$ cat config.mk
export PLATFORM = sky130hd
export DESIGN_NAME = uart_io_led_driver
export DESIGN_NICKNAME = d
export VERILOG_FILES = /design/src/rtl/uart_io_led_pkg.sv /design/src/rtl/uart_io_led_stretch.sv /design/src/rtl/uart_io_led_driver.sv
export SDC_FILE = /design/constraint.sdc
export NUM_CORES = 1
export LEC_CHECK = 0
export ABC_CLOCK_PERIOD_IN_PS = 4600
export BUFFER_PORTS_ARGS = -buffer_cell sky130_fd_sc_hd__buf_2
export CORE_ASPECT_RATIO = 1.75
export CORE_MARGIN = 3
export CORE_UTILIZATION = 50
export DETAILED_ROUTE_END_ITERATION = 6
export PLACE_DENSITY = 0.66
export REMOVE_ABC_BUFFERS = 1
export SLEW_MARGIN = 20
export SYNTH_ARGS = -nofsm -noshare
export SYNTH_HDL_FRONTEND = slang
export SYNTH_SLANG_ARGS = --single-unit
$ cat constraint.sdc
create_clock -name clk -period 4.6 [get_ports clk]
set_input_delay 0.46 -clock clk [delete_from_list [all_inputs] [get_ports clk]]
set_output_delay 0.46 -clock clk [all_outputs]
set_load 0.05 [all_outputs]
$ cat src/rtl/uart_io_led_pkg.sv
// Shared constants and helpers for the LED driver: counter width sizing
// and the "brightness is full scale" test used by the PWM gate.
package uart_io_led_pkg;

  // Bits needed to hold values 0..max_val (never less than one bit).
  function automatic int cnt_width(input int max_val);
    if (max_val < 2) begin
      return 1;
    end
    return $clog2(max_val + 1);
  endfunction

  // Counter widths for the default build (50-cycle prescaler,
  // 1000-tick stretch, 64-period blink).
  localparam int PRESCALE_W = cnt_width(50 - 1);
  localparam int STRETCH_W  = cnt_width(1000);
  localparam int BLINK_W    = cnt_width(64 - 1);

  // True when the low 'bits' bits of brightness are all ones, i.e. the
  // LED should stay on for the whole PWM period.
  function automatic logic pwm_full(input logic [15:0] brightness, input int bits);
    logic [15:0] ones;
    ones = '0;
    for (int i = 0; i < 16; i++) begin
      if (i < bits) begin
        ones[i] = 1'b1;
      end
    end
    return brightness == ones;
  endfunction

endpackage

$ cat src/rtl/uart_io_led_stretch.sv
// Per-LED pulse stretcher: holds the LED logically on for STRETCH_TICKS
// prescaler ticks after its input falls, so short software pulses stay visible.
module uart_io_led_stretch
  import uart_io_led_pkg::*;
#(
  parameter int STRETCH_TICKS = 1000,
  parameter int CNT_W         = cnt_width(STRETCH_TICKS)
) (
  input  logic clk,
  input  logic reset,
  input  logic tick,
  input  logic in_q,
  output logic active_next
);

  localparam logic [CNT_W-1:0] RELOAD = CNT_W'(STRETCH_TICKS);

  logic [CNT_W-1:0] cnt_reg;
  logic [CNT_W-1:0] cnt_next;

  // Reload while the input is high (reload beats a same-cycle decrement),
  // otherwise count down once per tick and saturate at zero.
  always_comb begin
    cnt_next = cnt_reg;
    if (in_q) begin
      cnt_next = RELOAD;
    end else if (tick && (cnt_reg != '0)) begin
      cnt_next = cnt_reg - CNT_W'(1);
    end
  end

  // Stretch counter register.
  always_ff @(posedge clk) begin
    if (reset) begin
      cnt_reg <= '0;
    end else begin
      cnt_reg <= cnt_next;
    end
  end

  // Value the parent writes into its active register this cycle.
  assign active_next = in_q | (cnt_reg != '0);

endmodule

$ cat src/rtl/uart_io_led_driver.sv
// LED pin driver behind the LED PIO: registers led_in, stretches short
// pulses, then applies global PWM brightness and per-LED blink gating.
module uart_io_led_driver
  import uart_io_led_pkg::*;
#(
  parameter int WIDTH         = 8,
  parameter int PRESCALE_DIV  = 50,
  parameter int PWM_BITS      = 4,
  parameter int STRETCH_TICKS = 1000,
  parameter int BLINK_PERIODS = 64
) (
  input  logic                clk,
  input  logic                reset,
  input  logic [WIDTH-1:0]    led_in,
  input  logic [PWM_BITS-1:0] brightness,
  input  logic [WIDTH-1:0]    blink_mask,
  output logic [WIDTH-1:0]    led_out,
  output logic [WIDTH-1:0]    active
);

  localparam int PRE_W   = cnt_width(PRESCALE_DIV - 1);
  localparam int BLINK_W = cnt_width(BLINK_PERIODS - 1);
  localparam int STR_W   = cnt_width(STRETCH_TICKS);

  localparam logic [PRE_W-1:0]   PRE_LAST   = PRE_W'(PRESCALE_DIV - 1);
  localparam logic [BLINK_W-1:0] BLINK_LAST = BLINK_W'(BLINK_PERIODS - 1);

  logic [PRE_W-1:0]    prescale_reg;
  logic [PWM_BITS-1:0] pwm_cnt_reg;
  logic [BLINK_W-1:0]  blink_cnt_reg;
  logic                blink_phase_reg;
  logic [WIDTH-1:0]    led_in_q_reg;
  logic [WIDTH-1:0]    active_reg;
  logic [WIDTH-1:0]    led_out_reg;

  logic             tick;
  logic             pwm_wrap;
  logic             pwm_on;
  logic [WIDTH-1:0] active_next;
  logic [WIDTH-1:0] blink_gate;

  assign tick       = (prescale_reg == PRE_LAST);
  assign pwm_wrap   = tick & (&pwm_cnt_reg);
  assign pwm_on     = pwm_full(16'(brightness), PWM_BITS) | (pwm_cnt_reg < brightness);
  assign blink_gate = ~blink_mask | {WIDTH{blink_phase_reg}};

  // Prescaler: free-running 0..PRESCALE_DIV-1, tick on the last count.
  always_ff @(posedge clk) begin
    if (reset) begin
      prescale_reg <= '0;
    end else if (tick) begin
      prescale_reg <= '0;
    end else begin
      prescale_reg <= prescale_reg + PRE_W'(1);
    end
  end

  // PWM counter advances once per tick and wraps naturally.
  always_ff @(posedge clk) begin
    if (reset) begin
      pwm_cnt_reg <= '0;
    end else if (tick) begin
      pwm_cnt_reg <= pwm_cnt_reg + PWM_BITS'(1);
    end
  end

  // Blink: count PWM periods, flip phase every BLINK_PERIODS of them.
  always_ff @(posedge clk) begin
    if (reset) begin
      blink_cnt_reg   <= '0;
      blink_phase_reg <= 1'b1;
    end else if (pwm_wrap) begin
      if (blink_cnt_reg == BLINK_LAST) begin
        blink_cnt_reg   <= '0;
        blink_phase_reg <= ~blink_phase_reg;
      end else begin
        blink_cnt_reg <= blink_cnt_reg + BLINK_W'(1);
      end
    end
  end

  // One stretcher per LED.
  generate
    for (genvar gi = 0; gi < WIDTH; gi++) begin : g_stretch
      uart_io_led_stretch #(
        .STRETCH_TICKS (STRETCH_TICKS),
        .CNT_W         (STR_W)
      ) u_stretch (
        .clk         (clk),
        .reset       (reset),
        .tick        (tick),
        .in_q        (led_in_q_reg[gi]),
        .active_next (active_next[gi])
      );
    end
  endgenerate

  // Input capture and output registers; outputs see no combinational input path.
  always_ff @(posedge clk) begin
    if (reset) begin
      led_in_q_reg <= '0;
      active_reg   <= '0;
      led_out_reg  <= '0;
    end else begin
      led_in_q_reg <= led_in;
      active_reg   <= active_next;
      led_out_reg  <= active_next & {WIDTH{pwm_on}} & blink_gate;
    end
  end

  assign led_out = led_out_reg;
  assign active  = active_reg;

endmodule

Yosys cells after proc, flatten, opt, wreduce, memory -nomap -nowiden
Cells that the tools add are included.

operators by class
  add/subtract/negate cells = 11
  $lt $le $gt $ge = 1
  eq/ne operators = 3
  muxes and demuxes = 17
  bitwise gates (word level) = 15
  reduce and logical (&&, ||, !) cells = 35

operators with widths
  cell                                                                   number
  10-bit two-way mux                                                     16
  10-bit nonzero test                                                    8
  10-bit by 1-bit subtractor with 10-bit output (second input constant)  8
  2-bit OR reduction                                                     9
  8-bit AND                                                              2
  2-bit nonzero test                                                     8
  6-bit by 1-bit adder with 6-bit output (second input constant)         2
  6-bit equality test (second input constant)                            2
  1-bit OR                                                               9
  1-bit logical AND                                                      8
  8-bit inverter                                                         1
  8-bit OR                                                               1
  6-bit two-way mux                                                      1
  4-bit by 1-bit adder with 4-bit output (second input constant)         1
  4-bit equality test (second input constant)                            1
  4-bit < comparator                                                     1
  4-bit AND reduction                                                    1
  2-bit AND reduction                                                    1
  1-bit AND                                                              1
  1-bit inverter                                                         1

word-level totals
  bits in registers = 121
  input bits = 22
  output and inout port bits = 16
  logic and storage cells = 105

Logic depth before layout (Yosys ltp)
  word-level depth = 4
  gate-level depth with buffers = 9
  gate-level depth less buffers = 7

Cells and area by module
A second synthesis with hierarchy kept.

second synthesis, totals
  cell total of the unflattened synthesis = 718
  area, all modules = 6302.3 µm²

modules (own cells, without submodules)
  module               times used  cells each  area each (µm²)  seq. area each (µm²)
  uart_io_led_stretch  8           69          590.6            200.2
  uart_io_led_driver   1           166         1577.8           820.8

Worst setup path before layout
OpenSTA, ideal clock, no wires.

  path type = reg2reg
  start point = reg g_stretch[1].u_stretch.cnt_reg[0]
  end point = reg g_stretch[1].u_stretch.cnt_reg[1]
  library setup time = 0.103 ns
  arrival time = 2.001 ns
  setup slack = 2.496 ns
  cell stages (with the launch flop) = 8
  path buffers = 1
  period minus slack after synthesis = 2.104 ns
  cell sequence = dfxtp_1 inv_1 ha_1 nor3b_1 or4b_4 buf_6 and2_4 a2111oi_2

on the way
  cells in the longest elaborated chain, start to end = 2
  elaborated cells between the ends (all ways) = 3
  classes of those cells = 1 x add/sub; 2 x reduce/logical

ends and longest elaborated chain
  element                                                                                                line                       source
  start, declared                                                                                        uart_io_led_stretch.sv:18  logic [CNT_W-1:0] cnt_reg;
  start signal, assigned                                                                                 uart_io_led_stretch.sv:37  cnt_reg <= cnt_next;
  parallel branches: the longest is 2 deep, another holds 10-bit by 1-bit subtractor with 10-bit output  n/a

Several ways; the timed one is not identified.
A chain may end at the register's enable or synchronous reset.

Final worst setup path
  start point = reg prescale_reg[0]
  end point = reg blink_cnt_reg[3]

on the way
  cells in the longest elaborated chain, start to end = 2

ends and longest elaborated chain
  element                 line                      source
  start, declared         uart_io_led_driver.sv:28  logic [PRE_W-1:0] prescale_reg;
  start signal, assigned  uart_io_led_driver.sv:54  prescale_reg <= prescale_reg + PRE_W'(1);
  6-bit equality test     uart_io_led_driver.sv:42  assign tick = (prescale_reg == PRE_LAST);
  1-bit AND               uart_io_led_driver.sv:43  assign pwm_wrap = tick & (&pwm_cnt_reg);
  end signal, assigned    uart_io_led_driver.sv:77  blink_cnt_reg <= blink_cnt_reg + BLINK_W'(1);
  end, declared           uart_io_led_driver.sv:30  logic [BLINK_W-1:0] blink_cnt_reg;

No other way between the ends.

==> run summary <==
async set-reset flop share out of synthesis: 0%
HP Class: in2reg
max FFs per register: 80
GP Congestion: 0.8705
crit path cell chain: ha_1 > nand4b_1 > nor2_4 > buf_4 > nand4_1 > or4b_2 > a21oi_1
Syn Inst Count: 611
post-synthesis cell area: 5454 um^2
CP peak stage delay: 0.67 ns
period utilization: 59.64%
drt pass-1 iters: 4
vias per inst: 5.724
sequential area share after synthesis: 44.41%
Synth Area per Inst: 8.926 um^2
Post-CTS Resized: 0
DR iter-0 viols: 237
Crit path buffers/inverters: 1
Register-to-Register Path Depth: 7
Final setup viols: 0
Power Density: 424.5 nW/um^2
Seq cells post-synth: 121
placed instance area: 5729 um^2
status: complete, no violations
max cap viols: 0
Detail Route Antenna Nets: 0
clock-pin slew on the worst setup and hold paths: 0.05 ns
# diodes: 0
starting density of the core: 52.02%
Die ar.: 12250 um^2
H-tree levels: 4
CTS tree: built
DRT Wirelength: 11540 um
Synth area leaders: dfxtp_1, xor2_1, a21oi_1
setup TNS: 0 ns
final hold vios: 0
DR WL/cell: 14.68 um
hold_buf cts: 0
antenna violations before repair: 0
largest area contributor in the netlist: dfxtp_1
vias: 4499
Ports: 38
Buffers on Ports: 37
Post-synth top flop: dfxtp_1
Slew Limit Headroom: 31.34%
Max Buffers Root-to-Sink: 2
Setup Slack @ Placement: 1.823 ns
Distinct cells, synth: 46
Post-synth EDFFs: 0
Worst Skew: 0.008281 ns
Slew @ Worst Pin: 1.030 ns
first-pass GRT wire length: 20230 um
hold depth: 2
crit path max fanout: 37
Max Slew Vio Count: 0
row count: 49
fin crit period: 2.743 ns
HPWL after DPL: 7910 um
Worst-Skew Late Latency: 0.40 ns
WP depth: 7
nets@finish: 686
fraction of layout cells with a size suffix above 1: 12.14%
hold_ws: 0.2559 ns
Synth-to-Final Area Change: 15.81%
gr ovfl total: 0
Lkg Pwr: 0.002355 uW
CTS sink count: 121
die height: 144.2 um
CORE AREA: 10480 um^2
VDD IR max: 0.2931 mV
DR DRC count: 0
worst setup margin: 1.857 ns
width of the die: 84.95 um
final instance area: 6316 um^2
f_max: 0.3645 GHz
Num CTS Buffers: 17
Critical Path AT: 3.07 ns
critical path class: reg2reg
CP max stage cell: or4b_2
CTS Root Cell: clkbuf_16
CP startpoint kind: flip-flop
post-synth top area share: 44.41%
WP data required: 4.93 ns
pin count of the biggest net entering global routing: 70
GRT Util Overall: 20.18%
CP top delay family: simple AND/OR/NAND/NOR gates
# Post-CTS Setup Buffers: 0
CP endpoint kind: flip-flop
vias in the first global route: 4572
Yosys Warn Count: 0
RSZ-0062 raised after global routing: false
[cell usage in the layout (no fill, tap or decap), drive strengths merged, types with 17 or more instances in the layout]
master	instances
nand4	20
a21oi	50
nand3	23
nand2	24
xor2	34
dfxtp	121
clkbuf	22
nor3	47
nor4	17
xnor2	22
nor2	57
inv	33
buf	40
ha	17
[synthesized netlist by cell type, types with 2 or more instances]
cell type	n
a2111oi_0	12
a21boi_0	2
a211oi_1	3
and2_1	2
nand2_1	24
nor2b_1	9
dfxtp_1	121
inv_1	33
a311oi_1	2
mux2i_1	8
and4b_1	3
o41ai_1	2
or4_1	7
nor3b_1	6
nor3_1	47
nor4_1	16
o21ai_0	11
clkbuf_1	20
ha_1	17
or3_1	11
or4_4	2
nand3_1	23
a31oi_1	12
xnor2_1	22
nand4_1	20
a21oi_1	50
xor2_1	34
nor2_1	57
and3_1	6
nand4b_1	10
buf_6	2
and2_4	2
a2111oi_2	2
[worst paths after layout]
path	from	end	slack, ns
setup / recovery	prescale_reg[0]	blink_cnt_reg[3]	1.86
hold / removal	blink_mask[0]	led_out[0]	0.26
setup reg to reg	prescale_reg[0]	blink_cnt_reg[3]	1.86
hold reg to reg	prescale_reg[0]	prescale_reg[0]	0.49
[through the flow]
stage          cells  power, uW  utilization (%)
6_report         786       2681            60.25
5_1_grt          786       2795            60.25
4_1_cts          786       2712            60.25
3_5_place_dp     755       1395            54.65
3_3_place_gp     755       1389            54.65
2_1_floorplan    588       1320                -
[per-layer routing]
layer,up-vias,GRT usage (%),part of all wire [%],routed length [um]
met2,78,35.94,53,6086
li1,2277,-,-,-
met1,2120,21.83,41,4773
met4,0,10.26,2.3,270
met3,24,5.188,3.5,408
met5,-,0,0,0
[kinds of logic after synthesis]
kind of cell,count (synthesis),share of synthesized area (%)
compound gates,99,11.29
xor+xnor,56,8.993
fa+ha+maj,17,3.900
buf+inv,56,4.129
flops,121,44.41
mux,9,1.675
simple gates,253,25.60
[final cells by class]
type,instances,area [um^2]
Fill cell,889,4168
Multi-Input combinational cell,434,2814
Sequential cell,121,2422
Clock buffer,22,464.2
Timing Repair Buffer,40,210.2
Tap cell,127,158.9
Inverter,33,123.9
Clock inverter,9,122.6
[report_power, final]
group          switching, uW  total [uW]  internal (uW)  leakage [uW]
clock                    436        1310            871      0.000290
sequential              39.6        1140           1100      0.000995
combinational            157         234           77.6       0.00107
Power figures use the tool's default switching activity.
